## src/rtl/rx_huge_page_ctrl.sv

```systemverilog
// RX huge-page ring controller: turns data-trigger and page-close handshakes into
// TX memory writes, and closes each page with a qword-count descriptor at offset 0.
module rx_huge_page_ctrl #(
  parameter int PAGE_ADDR_W = 64,
  parameter int QW_CNT_W    = 19
) (
  input  logic                   clk,
  input  logic                   reset,
  input  logic [PAGE_ADDR_W-1:0] huge_page_addr_1,
  input  logic [PAGE_ADDR_W-1:0] huge_page_addr_2,
  input  logic                   huge_page_status_1,
  input  logic                   huge_page_status_2,
  output logic                   huge_page_unlock_1,
  output logic                   huge_page_unlock_2,
  input  logic                   trigger_tlp,
  output logic                   trigger_tlp_ack,
  input  logic                   change_huge_page,
  input  logic                   send_last_tlp_change_huge_page,
  input  logic [4:0]             qwords_to_send,
  output logic                   change_huge_page_ack,
  output logic                   tlp_req,
  input  logic                   tlp_gnt,
  input  logic                   tlp_done,
  output logic [PAGE_ADDR_W-1:0] tlp_addr,
  output logic [4:0]             tlp_qwords,
  output logic                   tlp_is_desc,
  output logic [QW_CNT_W-1:0]    tlp_desc_qwords,
  output logic                   page_overflow_err
);

  typedef enum logic [3:0] {
    IDLE, READY, DATA_REQ, DATA_WAIT, DATA_ACK,
    LAST_REQ, LAST_WAIT, DESC_REQ, DESC_WAIT, CHG_ACK
  } state_t;

  // QWs 0..15 of each page are reserved; the descriptor sits at QW 0.
  localparam logic [QW_CNT_W-1:0] FIRST_QW = QW_CNT_W'(16);
  localparam logic [QW_CNT_W:0]   PAGE_QW  = (QW_CNT_W+1)'(1) << (QW_CNT_W-1);

  state_t                 state;
  logic                   cur_page;
  logic [QW_CNT_W-1:0]    offset;
  logic [4:0]             last_qw;
  logic [1:0]             status_q;

  logic                   close_req;
  logic                   page_ready;
  logic [PAGE_ADDR_W-1:0] base;
  logic [PAGE_ADDR_W-1:0] data_addr;
  logic [4:0]             req_len;
  logic                   req_ovf;
  logic [QW_CNT_W-1:0]    offset_after_last;

  assign close_req         = change_huge_page | send_last_tlp_change_huge_page;
  assign base              = cur_page ? huge_page_addr_2 : huge_page_addr_1;
  assign page_ready        = cur_page ? status_q[1] : status_q[0];
  assign data_addr         = base + PAGE_ADDR_W'({offset, 3'b000});
  assign req_len           = trigger_tlp ? 5'd16 : qwords_to_send;
  assign req_ovf           = ({1'b0, offset} + (QW_CNT_W+1)'(req_len)) > PAGE_QW;
  assign offset_after_last = offset + QW_CNT_W'(last_qw);

  always_ff @(posedge clk) begin
    if (reset) begin
      state                <= IDLE;
      cur_page             <= 1'b0;
      offset               <= FIRST_QW;
      last_qw              <= '0;
      status_q             <= '0;
      tlp_req              <= 1'b0;
      tlp_is_desc          <= 1'b0;
      tlp_addr             <= '0;
      tlp_qwords           <= '0;
      tlp_desc_qwords      <= '0;
      trigger_tlp_ack      <= 1'b0;
      change_huge_page_ack <= 1'b0;
      huge_page_unlock_1   <= 1'b0;
      huge_page_unlock_2   <= 1'b0;
      page_overflow_err    <= 1'b0;
    end else begin
      // NOTE: sequential state uses non-blocking assignments only; a later assignment
      // to the same register in this block overrides the default pulse clear below.
      status_q           <= {huge_page_status_2, huge_page_status_1};
      huge_page_unlock_1 <= 1'b0;
      huge_page_unlock_2 <= 1'b0;

      unique case (state)
        IDLE: if (page_ready) state <= READY;

        READY: begin
          if (trigger_tlp || close_req) begin
            if (req_ovf && (trigger_tlp || send_last_tlp_change_huge_page))
              page_overflow_err <= 1'b1;
          end
          if (trigger_tlp) begin
            tlp_req     <= 1'b1;
            tlp_is_desc <= 1'b0;
            tlp_addr    <= data_addr;
            tlp_qwords  <= 5'd16;
            state       <= DATA_REQ;
          end else if (close_req && send_last_tlp_change_huge_page) begin
            last_qw     <= qwords_to_send;
            tlp_req     <= 1'b1;
            tlp_is_desc <= 1'b0;
            tlp_addr    <= data_addr;
            tlp_qwords  <= qwords_to_send;
            state       <= LAST_REQ;
          end else if (close_req) begin
            tlp_req         <= 1'b1;
            tlp_is_desc     <= 1'b1;
            tlp_addr        <= base;
            tlp_qwords      <= 5'd1;
            tlp_desc_qwords <= offset - FIRST_QW;
            state           <= DESC_REQ;
          end
        end

        DATA_REQ, DATA_WAIT: begin
          if (state == DATA_REQ && tlp_gnt) tlp_req <= 1'b0;
          if ((state == DATA_REQ && tlp_gnt) || state == DATA_WAIT) begin
            if (tlp_done) begin
              offset          <= offset + QW_CNT_W'(16);
              trigger_tlp_ack <= 1'b1;
              state           <= DATA_ACK;
            end else begin
              state <= DATA_WAIT;
            end
          end
        end

        DATA_ACK: if (!trigger_tlp) begin
          trigger_tlp_ack <= 1'b0;
          state           <= READY;
        end

        // Residual TLP completion chains straight into the descriptor request.
        LAST_REQ, LAST_WAIT: begin
          if (state == LAST_REQ && tlp_gnt) tlp_req <= 1'b0;
          if ((state == LAST_REQ && tlp_gnt) || state == LAST_WAIT) begin
            if (tlp_done) begin
              offset          <= offset_after_last;
              tlp_req         <= 1'b1;
              tlp_is_desc     <= 1'b1;
              tlp_addr        <= base;
              tlp_qwords      <= 5'd1;
              tlp_desc_qwords <= offset_after_last - FIRST_QW;
              state           <= DESC_REQ;
            end else begin
              state <= LAST_WAIT;
            end
          end
        end

        DESC_REQ, DESC_WAIT: begin
          if (state == DESC_REQ && tlp_gnt) tlp_req <= 1'b0;
          if ((state == DESC_REQ && tlp_gnt) || state == DESC_WAIT) begin
            if (tlp_done) begin
              if (cur_page) huge_page_unlock_2 <= 1'b1;
              else          huge_page_unlock_1 <= 1'b1;
              cur_page             <= ~cur_page;
              offset               <= FIRST_QW;
              change_huge_page_ack <= 1'b1;
              state                <= CHG_ACK;
            end else begin
              state <= DESC_WAIT;
            end
          end
        end

        CHG_ACK: if (!close_req) begin
          change_huge_page_ack <= 1'b0;
          state                <= IDLE;
        end

        default: state <= IDLE;
      endcase
    end
  end

endmodule

```

## config.mk

```make
export PLATFORM = sky130hd
export DESIGN_NAME = rx_huge_page_ctrl
export DESIGN_NICKNAME = d
export VERILOG_FILES = /design/src/rtl/rx_huge_page_ctrl.sv
export SDC_FILE = /design/constraint.sdc
export NUM_CORES = 1
export LEC_CHECK = 0
export CORE_AREA = 2 2 227 185
export DETAILED_ROUTE_END_ITERATION = 10
export DIE_AREA = 0 0 229 187
export MAX_ROUTING_LAYER = met4
export PLACE_DENSITY = 0.56
export SLEW_MARGIN = 20
export SYNTH_ARGS = -nofsm -noshare
export SYNTH_HDL_FRONTEND = slang
export SYNTH_SLANG_ARGS = --single-unit
export TNS_END_PERCENT = 20
```

## constraint.sdc

```tcl
create_clock -name clk -period 5.5 [get_ports clk]
set_input_delay 0.825 -clock clk [delete_from_list [all_inputs] [get_ports clk]]
set_output_delay 0.825 -clock clk [all_outputs]
set_load 0.03 [all_outputs]
```

==> results.yml, run 1 <==
global_route:
  antenna_violations_before_repair: 3
  grt_overflow: 0
  wire_length_of_the_first_global_routing_pass_mm: 63.80
  maximum_number_of_pins_on_one_net_before_global_route_repair: 66
  globalRouteTotalUtil_pct: 19.74
  grt_pass1_vias: 10299
synthesis:
  syn-mean-instance-area_um2: 7.464
  synthArstFlopShare_pct: 0
  postSynthNetCount: 1519
  postSynthRegisterBits: 126
  post_synth_inst_count: 1342
  yosys-top-cells-area: "dfxtp_1, a21oi_1, nand2_1"
  top_ff_cell_synth: "dfxtp_1"
  synth.cell_area_mm2: 0.01002
  number_of_warnings_issued_by_yosys: 0
  library_cell_occupying_the_most_area_in_the_post_synthesis_netlist: "dfxtp_1"
  area_fraction_of_the_dominant_cell_type_after_synthesis_pct: 25.18
  synth_sequential_area_ratio_pct: 25.18
  synthDistinctLibCells: 84
  synth-edff-count: 0
setup_path:
  cell_mode_on_critical_path: "a311o_1"
  delay_contributed_by_the_slowest_stage_of_the_critical_path_ns: 0.83
  end_kind: "flip-flop"
  crit_path_max_fanout: 53
  required_time_of_the_critical_path_ns: 5.88
  crit_chain: "mux2_2, ha_1, a21o_1, a311o_1, and2_1, o311ai_0, a21oi_1, a2111oi_0, a311o_1"
  worst-r2r-cell-count: 9
  regToRegSetupSlack_ns: 1.16
  critical_path.startpoint_type: "flip-flop"
  r2r-start: "cur_page"
  reg2reg_to: "tlp_addr[30]"
  critPathSlowestCell: "dfxtp_4"
  crit_type: "reg -> reg"
  critical_path_arrival_ns: 4.72
sta:
  post-route-period-util_pct: 78.85
  timing.final.hold_violations: 0
  clock_skew_ns: 0.01170
  fmax_mhz: 230.6
  worst-slew-pin-transition_ns: 1.056
  timing.final.max_slew_violations: 0
  holdWs_ns: 0.4578
  final_critical_path_setup_slack_ns: 1.163
  fin_crit_ns: 4.337
  grt_setup_unrepaired: "false"
  finalSetupTns_ns: 0
  setup-violations-final: 0
  max_slew_margin_pct: 29.58
clock_tree:
  root_buffer_cell: "clkbuf_16"
  clk_transition_reported_paths_ns: 0.06
  cts.hold.buffers_added: 0
  cts.htree.levels: 4
  insertion_delay_ns: 0.44
  post_cts_buffers: 0
  tritoncts: "yes"
  cts_sinks: 126
  cts-buffers-inserted: 17
  maximum_clock_insertion_buffer_count: 2
  post_cts.resized_instances: 0
route:
  routed_wire_length_per_instance_um: 20.20
  vias: 11087
  detail-route-antenna-nets: 0
  first_pass_iters: 5
  route.detailed.vias_per_inst: 5.312
  detailed_route_drc_error_count: 0
  route.final.wire_length_mm: 42.16
  first_iter_violations: 1171
pwr:
  power.density_cell_area_mw_per_mm2: 357.0
  vdd_ir_drop_max_mv: 0.2798
  power.leakage_nw: 4.757
  post-layout-total-power_mw: 4.809
finish:
  layout.core_utilization_pct: 32.93
  fillCellCount: 4372
  final_cells: 2087
  most-common-layout-cells: "clkdlybuf4s50_1, nand2_1, dfxtp_1"
  final_cell_area_mm2: 0.01347
  combined_area_of_the_multi_input_logic_cells_mm2: 0.007030
  seq_area_mm2: 0.002526
  layout-area-overhead-vs-synth_pct: 34.50
  nNetsFinal: 1695
  layout_commonest_cell: "clkdlybuf4s50_1"
  layout-drive-gt1-share_pct: 7.185
placed_design:
  setup_slack_placement_ns: 0.9277
  placed_area_mm2: 0.01282
  placed_wire_length_estimate_after_detailed_placement_mm: 31.89
  placed_cells_incl_taps: 2051
  io_buffer_count: 236
  routabilityCongestion: 0.9292
status:
  outcome: "completed"
floorplan:
  fp.dieH_um: 187
  die_area_mm2: 0.04282
  io-pin-count: 237
  horizontal_extent_of_the_die_um: 229
  placement_rows: 67
  floorplan.initialDensity_pct: 24.49
  design.core.area_mm2: 0.04091
worst_hold_path:
  whs_endpoint: "tlp_qwords[2]"
  worst_hold_path.num_cells: 2
  type_of_the_tightest_min_delay_check: "reg -> reg"
  hold_path_startpoint: "tlp_qwords[2]"
job:
  max_cap_viols: 0
-- flip-flops by register name (all words and copies together) (netlist names) --
| register | cells |
|---|---|
| trigger_tlp_ack | 1 |
| last_qw | 5 |
| offset | 19 |
| page_overflow_err | 1 |
| huge_page_unlock_2 | 1 |
| huge_page_unlock_1 | 1 |
| tlp_req | 1 |
| state | 4 |
| status_q | 2 |
| tlp_desc_qwords | 19 |
| change_huge_page_ack | 1 |
| cur_page | 1 |
| tlp_addr | 64 |
| tlp_is_desc | 1 |
| tlp_qwords | 5 |
-- how the worst max path moves through the flow --
| stage | start | endpoint | slack, ns | cells past startpoint |
|---|---|---|---|---|
| after floorplan | cur_page | tlp_addr[30] | 0.97 | 15 |
| after global placement | huge_page_addr_2[9] | tlp_addr[30] | 1.02 | 10 |
| after detailed placement | huge_page_addr_2[9] | tlp_addr[30] | 0.93 | 10 |
| after CTS | cur_page | tlp_addr[30] | 1.14 | 9 |
| after global routing | cur_page | tlp_addr[30] | 0.87 | 9 |
| final | cur_page | tlp_addr[30] | 1.16 | 9 |
-- routing by layer --
layer | global-route usage [%] | vias up | routed length (µm) | share of wire (%)
li1 | - | 5364 | - | -
met1 | 28.20 | 5255 | 20420 | 48
met2 | 26.95 | 420 | 17310 | 41
met3 | 5.046 | 48 | 3453 | 8.2
met4 | 5.744 | 0 | 978 | 2.3
met5 | - | - | 0 | 0
-- worst max-delay path: cells and delay by family, from the launching register on --
| kind | cells | cell delay (ns) |
|---|---|---|
| compound gates | 6 | 2.40 |
| fa+ha+maj | 1 | 0.38 |
| flops | 1 | 0.83 |
| mux | 1 | 0.46 |
| simple gates | 1 | 0.18 |
-- cell families (layout without fill, tap and decap cells) --
| family | count (synthesis) | in the layout | share of synthesized area (%) |
|---|---|---|---|
| AND/OR/NAND/NOR | 545 | 545 | 27.38 |
| AO/OA/AOI/OAI | 396 | 396 | 25.88 |
| flip-flops | 126 | 126 | 25.18 |
| buffers and inverters | 115 | 304 | 4.796 |
| multiplexers | 67 | 67 | 7.082 |
| XOR/XNOR | 57 | 57 | 4.984 |
| adder cells (fa/ha/maj) | 36 | 36 | 4.696 |
| other | 0 | 4 | 0 |
-- area by class of cell --
class                      instances  area share, %
timing repair buffer             254          18.61
clock inverter                    13          1.393
tap                              552          5.126
clock buffer                      19          3.362
antenna                            4        0.07429
sequential                       126          18.75
multi-input combinational       1101          52.18
inverter                          18         0.5015
-- where the power goes --
part	internal (mW)	switching, mW	leakage, nW
Clock	0.783	0.486	0.294
Combinational	0.827	1.39	3.44
Sequential	1.13	0.198	1.03
-- Yosys cell counts (5+ instances only) --
cell	instances
a31oi_1	20
a311oi_1	9
nand2_1	157
clkbuf_1	79
nand3_1	66
mux2i_1	38
and3_1	21
nor4_1	17
nor2_1	91
a32oi_1	15
or2_2	10
or3_1	22
o311ai_0	8
o31ai_1	15
buf_1	8
a21oi_1	123
mux2_2	28
o211ai_1	13
or4_1	10
xor2_1	24
dfxtp_1	126
nor2b_1	26
nor3_1	53
nand3b_1	8
and2_1	15
inv_1	16
a32o_1	6
xnor2_1	33
a211oi_1	14
ha_1	32
o21a_1	15
buf_2	5
nand4_1	19
o21ai_0	72
and4_1	9
a2111oi_0	6
a21o_1	25
Note: power is estimated with default switching activity, not from simulation.
==> run 2: changes to the inputs <==
==> constraint.sdc (replaced) <==
create_clock -name clk -period 4.25 [get_ports clk]
set_input_delay 0.6375 -clock clk [delete_from_list [all_inputs] [get_ports clk]]
set_output_delay 0.6375 -clock clk [all_outputs]
set_load 0.03 [all_outputs]
==> results.yml, run 2 (same netlist as run 1, synthesis figures left out) <==
pwr:
  share_clk_of_total_power_pct: 24.9
  power.leakage_nw: 4.889
  share_comb_of_total_power_pct: 48.8
  vdd_ir_drop_max_mv: 0.2783
  cellInternalPower_mw: 3.482
  power_frac_seq_pct: 26.3
  power.density_cell_area_mw_per_mm2: 454.8
  netSwitchingFraction_pct: 43.88
  power.net_switching_mw: 2.722
clock_tree:
  maximum_clock_insertion_buffer_count: 2
  tritoncts: "yes"
  post_cts.resized_instances: 0
  root_buffer_cell: "clkbuf_16"
  cts.hold.buffers_added: 0
  post_cts_buffers: 0
  insertion_delay_ns: 0.43
  cts.htree.levels: 4
  cts_sinks: 126
  cts-buffers-inserted: 17
  clk_transition_reported_paths_ns: 0.07
route:
  routed_wire_length_per_instance_um: 20.39
  route.detailed.vias_per_inst: 5.307
  detail-route-antenna-nets: 0
  first_pass_iters: 5
  detailed_route_drc_error_count: 0
  route.final.wire_length_mm: 42.99
  vias: 11187
  first_iter_violations: 1054
sta:
  clock_skew_ns: 0.01121
  finalSetupTns_ns: 0
  worst-slew-pin-transition_ns: 0.9444
  post-route-period-util_pct: 90.77
  holdWs_ns: 0.4535
  timing.final.max_slew_violations: 0
  timing.final.hold_violations: 0
  grt_setup_unrepaired: "false"
  final_critical_path_setup_slack_ns: 0.3923
  fin_crit_ns: 3.858
  setup-violations-final: 0
  max_slew_margin_pct: 37.04
  fmax_mhz: 259.2
floorplan:
  io-pin-count: 237
  floorplan.initialDensity_pct: 24.49
  fp.dieH_um: 187
  design.core.area_mm2: 0.04091
  die_area_mm2: 0.04282
  placement_rows: 67
  horizontal_extent_of_the_die_um: 229
finish:
  fillCellCount: 4388
  final_cell_area_mm2: 0.01364
  layout-drive-gt1-share_pct: 8.676
  flip_flop_count_of_the_largest_register_all_copies_and_words_added: 64
  seq_area_mm2: 0.002526
  num_antenna_cells: 0
  layout_commonest_cell: "clkdlybuf4s50_1"
  registers_with_the_most_flip_flops: "tlp_addr: 64 flops, offset: 19 flops, tlp_desc_qwords: 19 flops"
  layout-area-overhead-vs-synth_pct: 36.19
  top_reg_by_flops: "tlp_addr"
  nNetsFinal: 1720
  most-common-layout-cells: "clkdlybuf4s50_1, nand2_1, dfxtp_1"
  combined_area_of_the_multi_input_logic_cells_mm2: 0.007030
status:
  outcome: "completed"
setup_path:
  critical_path_arrival_ns: 4.18
  crit_path_max_fanout: 23
  end_kind: "flip-flop"
  crit_type: "reg -> reg"
  required_time_of_the_critical_path_ns: 4.58
  critical_path.startpoint_type: "flip-flop"
placed_design:
  routabilityCongestion: 0.9678
  io_buffer_count: 236
  setup_slack_placement_ns: 0.2117
  placed_wire_length_estimate_after_detailed_placement_mm: 32.74
  placed_area_mm2: 0.01304
global_route:
  grt_overflow: 0
  maximum_number_of_pins_on_one_net_before_global_route_repair: 78
  grt_pass1_vias: 10479
  globalRouteTotalUtil_pct: 20.12
  antenna_violations_before_repair: 0
  wire_length_of_the_first_global_routing_pass_mm: 65.11
job:
  max_cap_viols: 0
worst_hold_path:
  type_of_the_tightest_min_delay_check: "reg -> reg"
[run 2: routing by layer]
layer | global-route usage, % | wire length (µm)
met3 | 4.116 | 2872
met5 | - | 0
met2 | 28.28 | 17740
met1 | 29.56 | 21900
met4 | 3.621 | 469
[run 2: area by class of cell]
cell class | count | area share, %
Clock buffer | 18 | 3.302
Clock inverter | 14 | 1.146
Inverter | 18 | 0.4953
Multi-Input combinational cell | 1101 | 51.54
Sequential cell | 126 | 18.52
Tap cell | 552 | 5.063
Timing Repair Buffer | 279 | 19.94
[run 2: worst max-delay path: stages (launching register included)]
cell and delay [ns]:
dfxtp_4 0.63, buf_4 0.39, mux2_2 0.45, ha_1 0.41
a221oi_1 0.14, a21boi_0 0.32, a21boi_0 0.28, a31oi_1 0.11
buf_12 0.20, nor3_1 0.35, mux2i_1 0.13, or2_2 0.30
[run 2: final timing paths]
path | depth (start not counted) | slack, ns | from | end
worst max-delay path | 11 | 0.39 | cur_page | tlp_addr[47]
worst min-delay path | 2 | 0.45 | tlp_addr[29] | tlp_addr[29]
worst max register to register | 11 | 0.39 | cur_page | tlp_addr[47]
worst min register to register | 2 | 0.45 | tlp_addr[29] | tlp_addr[29]
[run 2: metrics by stage]
stage               total power [mW]  utilization [%]  instances
detailed placement             4.657            31.86       2076
CTS                            6.242            33.35       2108
global route                   6.550            33.35       2108
floorplan                      3.383                -       1342
global placement               4.641            31.86       2076
finish                         6.204            33.35       2108
[run 2: power by group through the flow]
stage	Clock (mW)	Combinational, mW	Sequential, mW
finish	1.55	3.03	1.63
global route	1.63	3.26	1.66
CTS	1.59	3.02	1.63
detailed placement	0	3.01	1.65
global placement	0	2.99	1.65
floorplan	0	1.28	2.11
